**config.mk**
```make
export PLATFORM = sky130hd
export DESIGN_NAME = csa_addsub_pipe
export DESIGN_NICKNAME = d
export VERILOG_FILES = /design/src/rtl/csa_addsub_pipe.sv
export SDC_FILE = /design/constraint.sdc
export NUM_CORES = 1
export LEC_CHECK = 0
export BUFFER_PORTS_ARGS = -buffer_cell sky130_fd_sc_hd__buf_2
export CORE_ASPECT_RATIO = 0.5
export CORE_MARGIN = 10
export CORE_UTILIZATION = 50
export DETAILED_ROUTE_END_ITERATION = 8
export PLACE_DENSITY = 0.76
export SLEW_MARGIN = 40
export SYNTH_ARGS = -nofsm -noshare
export SYNTH_HDL_FRONTEND = slang
export SYNTH_SLANG_ARGS = --single-unit
```
**constraint.sdc**
```tcl
create_clock -name clk -period 3.41 [get_ports clk]
set_input_delay 0.5115 -clock clk [delete_from_list [all_inputs] [get_ports clk]]
set_output_delay 0.5115 -clock clk [all_outputs]
set_load 0.05 [all_outputs]
```
**src/rtl/csa_addsub_pipe.sv**
```systemverilog
// Pipelined carry-select adder/subtractor with optional signed saturation.
// Block carries ripple through STAGES register stages under valid/ready flow control.
module csa_addsub_pipe #(
  parameter int WIDTH  = 32,
  parameter int BLOCK  = 8,
  parameter int STAGES = 2
) (
  input  logic             clk,
  input  logic             rst,
  input  logic             in_valid,
  output logic             in_ready,
  input  logic [WIDTH-1:0] a,
  input  logic [WIDTH-1:0] b,
  input  logic             cin,
  input  logic             sub,
  input  logic             sat,
  output logic             out_valid,
  input  logic             out_ready,
  output logic [WIDTH-1:0] sum,
  output logic             cout,
  output logic             of,
  output logic             zero
);
  localparam int NBLK = WIDTH / BLOCK;
  localparam int MSB  = WIDTH - 1;

  // Element s holds the output of stage s; the last element is never loaded.
  logic [WIDTH-1:0]  a_q   [STAGES];
  logic [WIDTH-1:0]  a_d   [STAGES];
  logic [WIDTH-1:0]  bx_q  [STAGES];
  logic [WIDTH-1:0]  bx_d  [STAGES];
  logic [WIDTH-1:0]  res_q [STAGES];
  logic [WIDTH-1:0]  res_d [STAGES];
  logic              cy_q  [STAGES];
  logic              cy_d  [STAGES];
  logic              sat_q [STAGES];
  logic              sat_d [STAGES];
  logic [STAGES-1:0] vld_q;
  logic [STAGES-1:0] vld_d;

  logic [WIDTH-1:0]  sum_q, sum_d;
  logic              cout_q, cout_d;
  logic              of_q, of_d;
  logic              zero_q, zero_d;

  logic [STAGES-1:0] load;
  logic [STAGES:0]   vchain;
  logic              full;

  logic [WIDTH-1:0]  cur_a, cur_bx, cur_res, fin;
  logic              cur_cy, cur_sat, ovf;
  logic [BLOCK:0]    blk0, blk1;

  assign vchain    = {vld_q, in_valid};
  assign in_ready  = load[0];
  assign out_valid = vchain[STAGES];
  assign sum       = sum_q;
  assign cout      = cout_q;
  assign of        = of_q;
  assign zero      = zero_q;

  // A stage may load if it or any stage downstream of it is empty, or the output drains.
  always_comb begin
    full = 1'b1;
    load = '0;
    for (int s = STAGES - 1; s >= 0; s--) begin
      full    = full & vld_q[s];
      load[s] = out_ready | ~full;
    end
  end

  always_comb begin
    for (int s = 0; s < STAGES; s++) begin
      vld_d[s] = load[s] ? vchain[s] : vld_q[s];
    end
  end

  always_comb begin
    a_d     = a_q;
    bx_d    = bx_q;
    res_d   = res_q;
    cy_d    = cy_q;
    sat_d   = sat_q;
    sum_d   = sum_q;
    cout_d  = cout_q;
    of_d    = of_q;
    zero_d  = zero_q;
    cur_a   = '0;
    cur_bx  = '0;
    cur_res = '0;
    cur_cy  = 1'b0;
    cur_sat = 1'b0;
    fin     = '0;
    ovf     = 1'b0;
    blk0    = '0;
    blk1    = '0;
    for (int s = 0; s < STAGES; s++) begin
      if (s == 0) begin
        cur_a   = a;
        cur_bx  = sub ? ~b : b;
        cur_cy  = sub | cin;
        cur_res = '0;
        cur_sat = sat;
      end else begin
        cur_a   = a_q[(s > 0) ? s - 1 : 0];
        cur_bx  = bx_q[(s > 0) ? s - 1 : 0];
        cur_cy  = cy_q[(s > 0) ? s - 1 : 0];
        cur_res = res_q[(s > 0) ? s - 1 : 0];
        cur_sat = sat_q[(s > 0) ? s - 1 : 0];
      end
      // Blocks owned by this stage: both carry-in cases, then select on the running carry.
      for (int k = 0; k < NBLK; k++) begin
        if ((k * STAGES) / NBLK == s) begin
          blk0 = {1'b0, cur_a[k*BLOCK +: BLOCK]} + {1'b0, cur_bx[k*BLOCK +: BLOCK]};
          blk1 = {1'b0, cur_a[k*BLOCK +: BLOCK]} + {1'b0, cur_bx[k*BLOCK +: BLOCK]}
                 + {{BLOCK{1'b0}}, 1'b1};
          cur_res[k*BLOCK +: BLOCK] = cur_cy ? blk1[BLOCK-1:0] : blk0[BLOCK-1:0];
          cur_cy = cur_cy ? blk1[BLOCK] : blk0[BLOCK];
        end
      end
      if (s < STAGES - 1) begin
        if (load[s] && vchain[s]) begin
          a_d[s]   = cur_a;
          bx_d[s]  = cur_bx;
          res_d[s] = cur_res;
          cy_d[s]  = cur_cy;
          sat_d[s] = cur_sat;
        end
      end else begin
        ovf = (cur_a[MSB] == cur_bx[MSB]) && (cur_res[MSB] != cur_a[MSB]);
        fin = cur_res;
        if (cur_sat && ovf) begin
          fin = cur_a[MSB] ? {1'b1, {MSB{1'b0}}} : {1'b0, {MSB{1'b1}}};
        end
        if (load[s] && vchain[s]) begin
          sum_d  = fin;
          cout_d = cur_cy;
          of_d   = ovf;
          zero_d = (fin == '0);
        end
      end
    end
  end

  always_ff @(posedge clk or posedge rst) begin
    if (rst) begin
      for (int s = 0; s < STAGES; s++) begin
        a_q[s]   <= '0;
        bx_q[s]  <= '0;
        res_q[s] <= '0;
        cy_q[s]  <= 1'b0;
        sat_q[s] <= 1'b0;
      end
      vld_q  <= '0;
      sum_q  <= '0;
      cout_q <= 1'b0;
      of_q   <= 1'b0;
      zero_q <= 1'b0;
    end else begin
      a_q    <= a_d;
      bx_q   <= bx_d;
      res_q  <= res_d;
      cy_q   <= cy_d;
      sat_q  <= sat_d;
      vld_q  <= vld_d;
      sum_q  <= sum_d;
      cout_q <= cout_d;
      of_q   <= of_d;
      zero_q <= zero_d;
    end
  end

endmodule

```
== Word-level counts from Yosys, hierarchy flattened ==
Index checks and enable logic that the tools add are counted.
Operators by class
  add/sub/neg operators: 8
  eq/ne operators: 2
  multiplexer cells: 11
  bitwise gates (word level): 7
  reductions and logical operators: 5
Operators with widths (number)
  $mux W32: 3
  $add A8 B8 Y9: 4
  $add A9 B1 Y9 const B: 4
  $logic_not A32 Y1: 1
  $mux W8: 4
  $not A32 Y32: 1
  $logic_and A1 B1 Y1: 4
  $mux W1: 4
  $or A1 B1 Y1: 3
  $not A1 Y1: 2
  $and A1 B1 Y1: 1
  $eq A1 B1 Y1: 1
  $ne A1 B1 Y1: 1
Storage, ports and cells
  register bits: 119
  input bits: 71
  output and inout port bits: 37
  word-level logic and storage cells: 44

== Longest topological paths before layout ==
Gate-level depths: netlist of the first run.
  depth after elaboration: 9
  mapped depth: 15
  mapped depth without buffers: 13

== Least setup slack after synthesis of the first run ==
Ideal clock, no wire load.
  path kind: input port to flip-flop
  start: input port sub
  end: register cy_q[1] in the netlist's numbering
  library setup time: 0.087 ns
  arrival time: 4.345 ns
  data required time: 3.323 ns
  setup slack: -1.022 ns
  stages: 15
  buffers on the path: 2
  cell sequence: clkbuf_1 > clkbuf_1 > xor2_1 > ha_1 > inv_1 > fa_1 > nor2b_1 > o21ai_0 > nor3b_1 > nor3b_1 > and4bb_2 > or3b_2 > or4_1 > a2111o_1 > o211ai_1
Between the ends
  longest elaborated chain between the ends: 5
  elaborated cells on any way between the ends: 8
  classes of those cells: 4 x add/sub; 3 x mux; 1 x bitwise
RTL lines
  start: declaration: line 15  | input logic sub,
  $mux W32: line 100  | cur_bx = sub ? ~b : b;
  $add A8 B8 Y9: line 114, 115
  $add A9 B1 Y9: line 116  | + {{BLOCK{1'b0}}, 1'b1};
  $mux W1: line 118  | cur_cy = cur_cy ? blk1[BLOCK] : blk0[BLOCK];
  $mux W1 (*): line 118
  end signal: assignment: line 163  | cy_q <= cy_d;
  end: declaration: line 34  | logic cy_q [STAGES];
Every way passes the cells marked *; elsewhere a longest branch is shown, timed or not.
A chain may end at the register's enable or synchronous reset.

== Worst setup path after layout of the first run ==
  start: register bx_q, in the netlist cur_bx[16]
  end: register cout_q (netlist: cout)
Between the ends
  longest elaborated chain between the ends: 4
RTL lines
  start: declaration: line 30  | logic [WIDTH-1:0] bx_q [STAGES];
  start signal: indexed assignment: line 149  | bx_q[s] <= '0;
  start signal: assignment: line 161  | bx_q <= bx_d;
  $add A8 B8 Y9 (*): line 114, 115
  $add A9 B1 Y9: line 116
  $mux W1 (*) (2 in a row): line 118
  end signal: assignment: line 167  | cout_q <= cout_d;
  end: declaration: line 42  | logic cout_q, cout_d;
Marks and branches as above.

==> results of run 1 <==
==> power groups by stage <==
stage	combinational, W	sequential, W	clock (W)
2_1_floorplan	0.00130	0.00208	0
3_3_place_gp	0.00257	0.00153	0
3_5_place_dp	0.00261	0.00154	0
4_1_cts	0.00264	0.00152	0.00104
5_1_grt	0.00303	0.00156	0.00109
6_report	0.00279	0.00153	0.00103
==> synthesized netlist by cell type (all sizes together), types with 2 or more instances <==
cell    count
o21ai      44
nand2     116
and4        2
buf         9
o31ai       9
fa          4
nor2       53
a21o       23
and2        9
a311o       2
a21oi      14
nand3      17
o21a       12
o31a        5
nor2b       4
a211oi     16
a221oi      2
o211a       3
clkbuf     22
a2111o      3
and3        3
or3         3
or4         8
dfrtp      87
a31oi      27
ha         36
xor2       26
xnor2      42
nor3b       5
inv        20
a21boi      2
nor4        6
nor3        9
nand4       7
nor4b       4
a41oi       2
nand2b      5
o211ai      4
==> metrics by stage <==
| step | utilization (%) | setup WS, ns | setup TNS (ns) | instances |
|---|---|---|---|---|
| floorplan | - | -0.243 | -1.20 | 682 |
| global placement | 61.2 | -0.198 | -0.707 | 997 |
| detailed placement | 61.3 | -0.283 | -1.27 | 997 |
| CTS | 64.1 | 0.0295 | 0 | 1014 |
| global route | 66.6 | -0.0482 | -0.360 | 1024 |
| finish | 66.6 | 0.0842 | 0 | 1024 |
==> worst max-delay path, stage by stage (launching register included) <==
cell      delay, ns
dfrtp_1        0.39
ha_2           0.21
fa_2           0.61
ha_4           0.13
nand2_2        0.07
nor4_4         0.24
and4_4         0.28
a211oi_4       0.09
buf_6          0.15
or4b_4         0.56
o31ai_2        0.24
nand2_1        0.10
a41oi_2        0.16
==> area by class of cell <==
| type | instances | area (sq um) |
|---|---|---|
| Fill cell | 995 | 3940 |
| Multi-Input combinational cell | 544 | 3850 |
| Sequential cell | 87 | 2180 |
| Timing Repair Buffer | 192 | 1240 |
| Clock buffer | 10 | 239 |
| Tap cell | 165 | 206 |
| Inverter | 20 | 80.1 |
| Clock inverter | 6 | 73.8 |
==> state kept, by name (all words and copies together) (netlist names) <==
signal	flops
sum	32
cur_a	16
cur_bx	16
cur_res	16
vld_q	2
cout	1
cur_sat	1
cy_q	1
of	1
zero	1
==> worst max path at each step <==
stage                       end  cells past startpoint  slack, ns
finish                     cout                     12       0.08
global route            cy_q[1]                     14      -0.05
CTS                        cout                     12       0.03
detailed placement  cur_res[15]                     14      -0.28
global placement        cy_q[1]                     14      -0.20
floorplan               cy_q[1]                     15      -0.24
==> timing repair <==
| action | in CTS | in global routing |
|---|---|---|
| setup buffers | 1 | 8 |
| gates cloned | 0 | 2 |
| pin swaps | 1 | 18 |
| setup endpoints to repair | 2 | 39 |
| gates resized for setup | 1 | 45 |
| hold buffers | 0 | 0 |
| hold endpoints to repair | 0 | 0 |
==> layer usage <==
layer / GRT usage, % / share of wire, %
met5: 0 / 0
met2: 32.2 / 51
met1: 20.9 / 44
met3: 3.88 / 3.5
met4: 4.53 / 1.4
==> logic make-up after synthesis <==
kind of cell | after synthesis
AND/OR/NAND/NOR | 258
buffers and inverters | 52
multiplexers | 1
XOR/XNOR | 68
AO/OA/AOI/OAI | 176
flip-flops | 87
adder cells (fa/ha/maj) | 40
==> reports/qor.yml, run 1 <==
yosys:
  postSynthNetCount: 793
  ys_seq_area_share_pct: 36.0
  yosys.area_share.adder_pct: 8.78
  synth_ff_type: "dfrtp_1"
  synth_area_per_cell_sq_um: 8.86
  yosys.area.top_type_share_pct: 36.0
  synth_top_family_by_area: "simple AND/OR/NAND/NOR gates"
  synth_mux_area_share_pct: 0.186
  synth_edf_count: 0
  ys_warn_count: 0
  yosys.area.top_type: "dfrtp_1"
  netlist_instances: 682
  synthTopCellsByArea: "dfrtp_1 (36%), ha_1 (7.5%), nand2_1 (7.2%)"
  syn_area_sq_mm: 0.00604
  synthXorXnorAreaFrac_pct: 9.86
  synthSimpleGateAreaFrac_pct: 20.6
  synth-compound-area-share_pct: 20.4
  async_flop_share_pct: 100
  ys_seq_elements: 87
  ys_types: 73
power:
  ir_drop_v: 0.000406
  p_sw_w: 0.00236
  seqPwrFrac_pct: 28.6
  power.leakage_nw: 3.69
  p_total_w: 0.00534
  switching_share_pct: 44.1
  p_clk_share_pct: 19.2
  intPower_w: 0.00299
  p_comb_share_pct: 52.2
  p_per_area_mw_per_mm2: 679
sta:
  rsz0062_at_grt: "yes"
  max_freq_ghz: 0.301
  relSlewSlack_pct: 50.0
  tightest_slew_ns: 0.750
  holdWs_ns: 0.197
  finClkSkew_ns: 0.0131
  report.final.slew_viol_count: 0
  fin_crit_sh_pct: 97.5
  fin_crit_ns: 3.33
  hold_viol_final: 0
  setup_violations: 0
clock_network:
  insertion_delay_ns: 0.35
  path_clk_slew_ns: 0.06
  htree_levels: 3
  tritoncts: "yes"
  clk_path_buf_depth: 2
  cts_made_buffers: 9
  root_buffer: "clkbuf_16"
  cts_sinks: 87
die:
  core_area_sq_mm: 0.0118
  die_w_um: 175
  die-area_sq_mm: 0.0171
  die_y_um: 97.7
  num_rows: 28
  io_pins: 108
  start_util_pct: 51.2
flow_run:
  drv_cap: 0
worst_hold_path:
  hold_path_class: "in -> async"
finish:
  most-common-layout-cells: "nand2_1 (114), buf_2 (106), dfrtp_1 (87), buf_4 (78), nor2_1 (51)"
  final_area_sq_mm: 0.00786
  layout_commonest_cell: "nand2_1"
  fin_nets: 965
  n_antenna_cell: 0
  area_growth_pct: 30.2
  drive_above_1_share_pct: 31.2
global_routing:
  grt_pass1_vias: 5546
  grt_pass1_wl_um: 25800
  track_usage_pct: 17.8
  grt_max_degree: 60
  grt_overflow: 0
  antenna_found_initial: 0
worst_setup_path:
  ff2ff_setup_slack_ns: 0.08
  crit_path_start: "cur_bx[16]"
  crit_fanout: 6
  cp.required_ns: 3.67
  critPathArrivalTime_ns: 3.59
  startpoint_type: "register"
  critPathKind: "reg -> reg"
  r2r_end: "cout"
  worst-r2r-cell-count: 12
  r2r-start: "cur_bx[16]"
  end_kind: "register"
placement:
  placed_cell_area_sq_mm: 0.00723
  hpwl_um: 11900
  place_congestion: 0.903
  io_buffers: 107
routing:
  drtIter0Drc: 286
  dr.pass1.iters: 5
  drtAntennaViolNets: 0
  route.vias.total: 5472
  vias_per_cell: 5.34
  drc: 0
  routed_wirelength_um: 15700
  wl_per_cell_um: 15.4
outcome:
  status: "completed"
(Power assumes the default switching activity.)
==> run 2, diff against run 1 <==
--- a/config.mk
+++ b/config.mk
@@ -8,9 +8,10 @@
 export BUFFER_PORTS_ARGS = -buffer_cell sky130_fd_sc_hd__buf_2
 export CORE_ASPECT_RATIO = 0.5
 export CORE_MARGIN = 10
-export CORE_UTILIZATION = 50
+export CORE_UTILIZATION = 52
+export CTS_BUF_LIST = sky130_fd_sc_hd__clkbuf_8 sky130_fd_sc_hd__clkbuf_16
 export DETAILED_ROUTE_END_ITERATION = 8
-export PLACE_DENSITY = 0.76
+export PLACE_DENSITY = 0.78
 export SLEW_MARGIN = 40
 export SYNTH_ARGS = -nofsm -noshare
 export SYNTH_HDL_FRONTEND = slang
==> reports/qor.yml, run 2 (synthesized netlist as in run 1, its figures left out) <==
placement:
  io_buffers: 107  # unchanged
  place_congestion: 0.879  # -2.7%
  hpwl_um: 12200  # +2.0%
  dp_slack_ns: -0.270  # +0.0129 ns
die:
  core_area_sq_mm: 0.0112  # -5.3%
  num_rows: 27  # -3.6%
  io_pins: 108  # unchanged
  die-area_sq_mm: 0.0166  # -3.2%
  die_w_um: 172  # -1.7%
  start_util_pct: 54.0  # +2.9 points
  die_y_um: 96.2  # -1.5%
worst_setup_path:
  end_kind: "register"
  timing.critical_path.buf_inv: 2  # +1
  path_cells: "ha_4, fa_2, a21o_1, a221oi_2, xnor2_1, and2_4, a311o_1, nor4b_4, buf_6, nor2_4, buf_12, a211oi_1, a21o_1"
  critPathKind: "reg -> reg"
  cp_slowest_stage_delay_ns: 0.43  # -0.18 ns
  cp.required_ns: 3.69  # +0.02 ns
  cpMostUsedCell: "a21o_1"
  cp_top_family: "compound AO/OA/AOI/OAI gates"
  startpoint_type: "register"
  crit_fanout: 13  # +7
  slowest_stage: "a311o_1"
  critPathArrivalTime_ns: 3.66  # +0.07 ns
routing:
  routed_wirelength_um: 15800  # +0.21%
  vias_per_cell: 5.42  # +1.4%
  drtAntennaViolNets: 0  # unchanged
  drtIter0Drc: 239  # -16%
  dr.pass1.iters: 6  # +1
  drc: 0  # unchanged
  wl_per_cell_um: 15.5  # +1.2%
  route.vias.total: 5497  # +0.46%
global_routing:
  track_usage_pct: 19.1  # +1.3 points
  grt_max_degree: 49  # -18%
  grt_overflow: 0  # unchanged
  grt_pass1_vias: 5635  # +1.6%
  grt_pass1_wl_um: 25900  # +0.40%
  antenna_found_initial: 0  # unchanged
sta:
  finClkSkew_ns: 0.0115  # -0.00160 ns
  fin_crit_sh_pct: 99.3  # +1.8 points
  hold_viol_final: 0  # unchanged
  tightest_slew_ns: 0.670  # -0.0798 ns
  setup_violations: 0  # unchanged
  report.final.slew_viol_count: 0  # unchanged
  relSlewSlack_pct: 55.4  # +5.3 points
  max_freq_ghz: 0.295  # -1.8%
  setup_ws_ns: 0.0245  # -0.0597 ns
  fin_crit_ns: 3.39  # +0.0597 ns
worst_hold_path:
  hold_path_class: "in -> async"
power:
  power.leakage_nw: 3.65  # -0.93%
  ir_drop_v: 0.000358  # -12%
  p_per_area_mw_per_mm2: 671  # -1.2%
clock_network:
  cts_hold_buf: 0  # unchanged
  tritoncts: "yes"
  insertion_delay_ns: 0.35  # about the same
  htree_levels: 3  # unchanged
  cts_sinks: 87  # unchanged
  root_buffer: "clkbuf_16"
  path_clk_slew_ns: 0.06  # about the same
  cts_made_buffers: 9  # unchanged
  clk_path_buf_depth: 2  # unchanged
flow_run:
  drv_cap: 0  # unchanged
finish:
  area_growth_pct: 27.6
  fin_nets: 961  # -0.41%
  n_antenna_cell: 0  # unchanged
  multiInputGateArea_sq_mm: 0.00379  # -1.4%
  layout_commonest_cell: "nand2_1"
  fin_util_pct: 68.9  # +2.3 points
  regArea_sq_mm: 0.00218  # unchanged
  most-common-layout-cells: "nand2_1 (115), buf_2 (106), dfrtp_1 (87), buf_4 (76), nor2_1 (51)"
  largest_reg_flops: 32  # unchanged
  drive_above_1_share_pct: 29.5  # -1.7 points
  num-fill-cells: 921  # -7.4%
outcome:
  status: "completed"
run 2: what timing repair did:
item | 4_1_cts | 5_1_grt
buffers inserted | 1 | 7
cloned | 0 | 1
resized for setup | 1 | 32
pin swaps | 1 | 11
setup endpoints to repair | 10 | 40
run 2: per-stage QoR:
step	setup TNS (ns)	instances	power (W)	cell area, sq um	hold slack (ns)
CTS	0	1006	0.00508	7500	0.199
global placement	-0.936	989	0.00409	7190	0.457
global route	-0.230	1014	0.00551	7710	0.215
detailed placement	-1.51	989	0.00415	7190	0.460
finish	0	1014	0.00517	7710	0.184
floorplan	-1.20	682	0.00337	6110	0.439
run 2: cell type report:
type	count	share of cell area, %
clock buffers	10	3.10
clock inverters	6	0.487
inverters	20	0.990
multi-input cells	544	49.2
flip-flops and latches	87	28.2
well taps	159	2.58
repair buffers	188	15.4
run 2: worst paths after layout:
kind / startpoint / endpoint / slack, ns / cells past startpoint
max reg2reg: cur_bx[16] / sum[27] / 0.02 / 13
min in group clk: a[18] / cur_a[18] / 0.35 / 3
max in group asynchronous: rst / cur_bx[27] / 2.40 / 3
min: rst / sum[29] / 0.18 / 2
min reg2reg: sum[29] / sum[29] / 0.47 / 1
max: cur_bx[16] / sum[27] / 0.02 / 13
run 2: report_power, final:
group / internal (W) / switching, W
registers: 0.00132 / 0.000198
clock network: 0.000511 / 0.000403
logic: 0.00104 / 0.00171
run 2: layer usage:
| layer | share of wire (%) | global-route usage [%] | vias to the layer above | wire [um] |
|---|---|---|---|---|
| met3 | 4.9 | 4.37 | 21 | 776 |
| li1 | - | - | 2764 | - |
| met5 | 0 | 0 | - | 0 |
| met1 | 43 | 21.9 | 2593 | 6710 |
| met4 | 1.3 | 5.27 | 0 | 207 |
| met2 | 51 | 35.3 | 119 | 8070 |
==> run 3, diff against run 2 <==
--- a/config.mk
+++ b/config.mk
@@ -7,12 +7,13 @@
 export LEC_CHECK = 0
 export BUFFER_PORTS_ARGS = -buffer_cell sky130_fd_sc_hd__buf_2
 export CORE_ASPECT_RATIO = 0.5
-export CORE_MARGIN = 10
+export CORE_MARGIN = 5
 export CORE_UTILIZATION = 52
 export CTS_BUF_LIST = sky130_fd_sc_hd__clkbuf_8 sky130_fd_sc_hd__clkbuf_16
 export DETAILED_ROUTE_END_ITERATION = 8
 export PLACE_DENSITY = 0.78
-export SLEW_MARGIN = 40
+export RECOVER_POWER = 100
+export SLEW_MARGIN = 20
 export SYNTH_ARGS = -nofsm -noshare
 export SYNTH_HDL_FRONTEND = slang
 export SYNTH_SLANG_ARGS = --single-unit
==> reports/qor.yml, run 3 (synthesized netlist as in run 1, its figures left out) <==
clock_network:
  cts_sinks: 87  # unchanged
  path_clk_slew_ns: 0.07  # about the same
  tritoncts: "yes"
  clk_path_buf_depth: 2  # unchanged
  cts_made_buffers: 9  # unchanged
  htree_levels: 3  # unchanged
  insertion_delay_ns: 0.35  # about the same
  root_buffer: "clkbuf_16"
  cts_hold_buf: 0  # unchanged
power:
  p_comb_share_pct: 50.2  # -2.8 points
  ir_drop_v: 0.000347  # -3.1%
  p_per_area_mw_per_mm2: 696  # +3.7%
  switching_share_pct: 44.1  # -0.47 points
  power.leakage_nw: 3.52  # -3.8%
  seqPwrFrac_pct: 28.8  # -0.5 points
  p_clk_share_pct: 21.0  # +3.3 points
  p_sw_w: 0.00234  # +1.2%
  intPower_w: 0.00296  # +3.2%
global_routing:
  track_usage_pct: 21.2  # +2.1 points
  grt_overflow: 0  # unchanged
  grt_max_degree: 59  # +20%
  antenna_found_initial: 0  # unchanged
  grt_pass1_vias: 5351  # -5.0%
  grt_pass1_wl_um: 24600  # -4.9%
worst_setup_path:
  slowest_stage: "or4_4"
  critPathKind: "in -> reg"
  cp_top_family: "simple AND/OR/NAND/NOR gates"
  end_kind: "register"
  critPathArrivalTime_ns: 3.65  # about the same
  crit_fanout: 5  # -8
  cpMostUsedCell: "buf_4"
  timing.critical_path.buf_inv: 3  # +1
  cp_slowest_stage_delay_ns: 0.45  # +0.02 ns
  startpoint_type: "input port"
  path_cells: "buf_4, buf_4, xor2_1, ha_1, nor2b_1, o21ai_1, a21boi_1, buf_4, nor3b_4, and4bb_2, or3b_4, or4_4, a2111o_1, o211ai_1"
  cp.required_ns: 3.68  # about the same
sta:
  max_freq_ghz: 0.296  # +0.26%
  holdWs_ns: 0.349  # +0.165 ns
  rsz0062_at_grt: "yes"
  setup_tns_ns: 0  # unchanged
  relSlewSlack_pct: -43.8  # -99 points
  hold_viol_final: 0  # unchanged
  setup_violations: 0  # unchanged
  fin_crit_sh_pct: 99.0  # -0.25 points
  finClkSkew_ns: 0.0112  # -0.000343 ns
  fin_crit_ns: 3.38  # -0.00865 ns
  tightest_slew_ns: 2.16  # +1.49 ns
  report.final.slew_viol_count: 59  # +59
die:
  io_pins: 108  # unchanged
  die-area_sq_mm: 0.0140  # -16%
  die_y_um: 86.2  # -10%
  die_w_um: 162  # -5.8%
  core_area_sq_mm: 0.0112  # unchanged
  num_rows: 27  # unchanged
  start_util_pct: 54.0  # unchanged
finish:
  area_growth_pct: 26.0
  largest_reg_flops: 32  # unchanged
  n_antenna_cell: 0  # unchanged
  layoutNonFillerInstCount: 1002  # -1.2%
  drive_above_1_share_pct: 23.8  # -5.6 points
  most-common-layout-cells: "nand2_1 (115), dfrtp_1 (87), buf_2 (69), buf_4 (60), nor2_1 (52)"
  fin_nets: 949  # -1.2%
  layout_commonest_cell: "nand2_1"
outcome:
  status: "finished, violations left"
  violations: "capacitance limit, slew limit"
routing:
  drtAntennaViolNets: 0  # unchanged
  drc: 0  # unchanged
  vias_per_cell: 5.46  # +0.74%
  route.vias.total: 5472  # -0.45%
  drtIter0Drc: 318  # +33%
  dr.pass1.iters: 5  # -1
  routed_wirelength_um: 14800  # -6.4%
  wl_per_cell_um: 14.7  # -5.3%
placement:
  hpwl_um: 11100  # -9.0%
  io_buffers: 107  # unchanged
  place_congestion: 0.917  # +4.4%
  numPlacedInstances: 980  # -0.91%
flow_run:
  drv_cap: 1  # +1
worst_hold_path:
  hold_path_class: "in -> reg"
-- run 3: cell count changes in the layout (fill, tap and decap cells not counted), moves of 2 or more --
cell,before,now
and2_1,7,5
buf_2,106,69
buf_4,76,60
buf_6,4,2
bufinv_16,0,2
clkbuf_1,0,40
clkinv_4,2,0
inv_1,21,19
inv_6,1,3
inv_8,0,2
-- run 3: power by group through the flow --
stage / Combinational [W] / Sequential, W / Clock, W
after floorplan: 0.00130 / 0.00208 / 0
after global placement: 0.00253 / 0.00153 / 0
after detailed placement: 0.00258 / 0.00154 / 0
after CTS: 0.00261 / 0.00152 / 0.00112
after global routing: 0.00289 / 0.00156 / 0.00117
final: 0.00266 / 0.00153 / 0.00111
-- run 3: cell type report --
class | count | area (sq um)
sequential | 87 | 2180
fill | 923 | 3570
clock inverter | 7 | 109
timing repair buffer | 176 | 1070
clock buffer | 9 | 225
tap | 159 | 199
inverter | 20 | 75.1
multi-input combinational | 544 | 3750
-- run 3: worst paths after layout --
path / cells past startpoint / endpoint / slack, ns / start
min in group asynchronous: 2 / cur_a[23] / 0.88 / rst
max in group asynchronous: 3 / cur_res[12] / 0.92 / rst
min reg2reg: 2 / cur_sat / 0.48 / cur_sat
max: 14 / cy_q[1] / 0.03 / sub
min: 3 / cur_a[23] / 0.35 / a[23]
max reg2reg: 13 / sum[25] / 0.11 / cur_a[16]
-- run 3: through the flow --
step	setup slack [ns]	instance area, sq um	utilization (%)	power, W
6_report	0.0331	7610	68.0	0.00529
5_1_grt	-0.0324	7610	68.0	0.00563
4_1_cts	-0.000297	7510	67.2	0.00525
3_5_place_dp	-0.322	7160	64.0	0.00412
3_3_place_gp	-0.183	7160	64.0	0.00406
2_1_floorplan	-0.243	6110	-	0.00337
-- run 3: timing repair --
action	in CTS	in global routing
buffers inserted	0	5
cloned	0	2
gates resized for setup	3	22
pin swaps	0	14
endpoints found under the setup margin	6	37
-- run 3: worst register-to-register path: cells and delay by family (launching register included) --
kind,cells,cell delay [ns]
AO/OA/AOI/OAI,4,1.13
XOR/XNOR,1,0.14
adder cells (fa/ha/maj),2,0.56
buffers and inverters,2,0.33
flip-flops,1,0.40
AND/OR/NAND/NOR,4,0.65
-- run 3: routing by layer --
| layer | track usage (%) | vias up | part of all wire [%] |
|---|---|---|---|
| li1 | - | 2753 | - |
| met1 | 26.5 | 2597 | 45 |
| met2 | 38.3 | 108 | 50 |
| met3 | 3.75 | 14 | 4.0 |
| met4 | 5.45 | 0 | 1.2 |
| met5 | 0 | - | 0 |
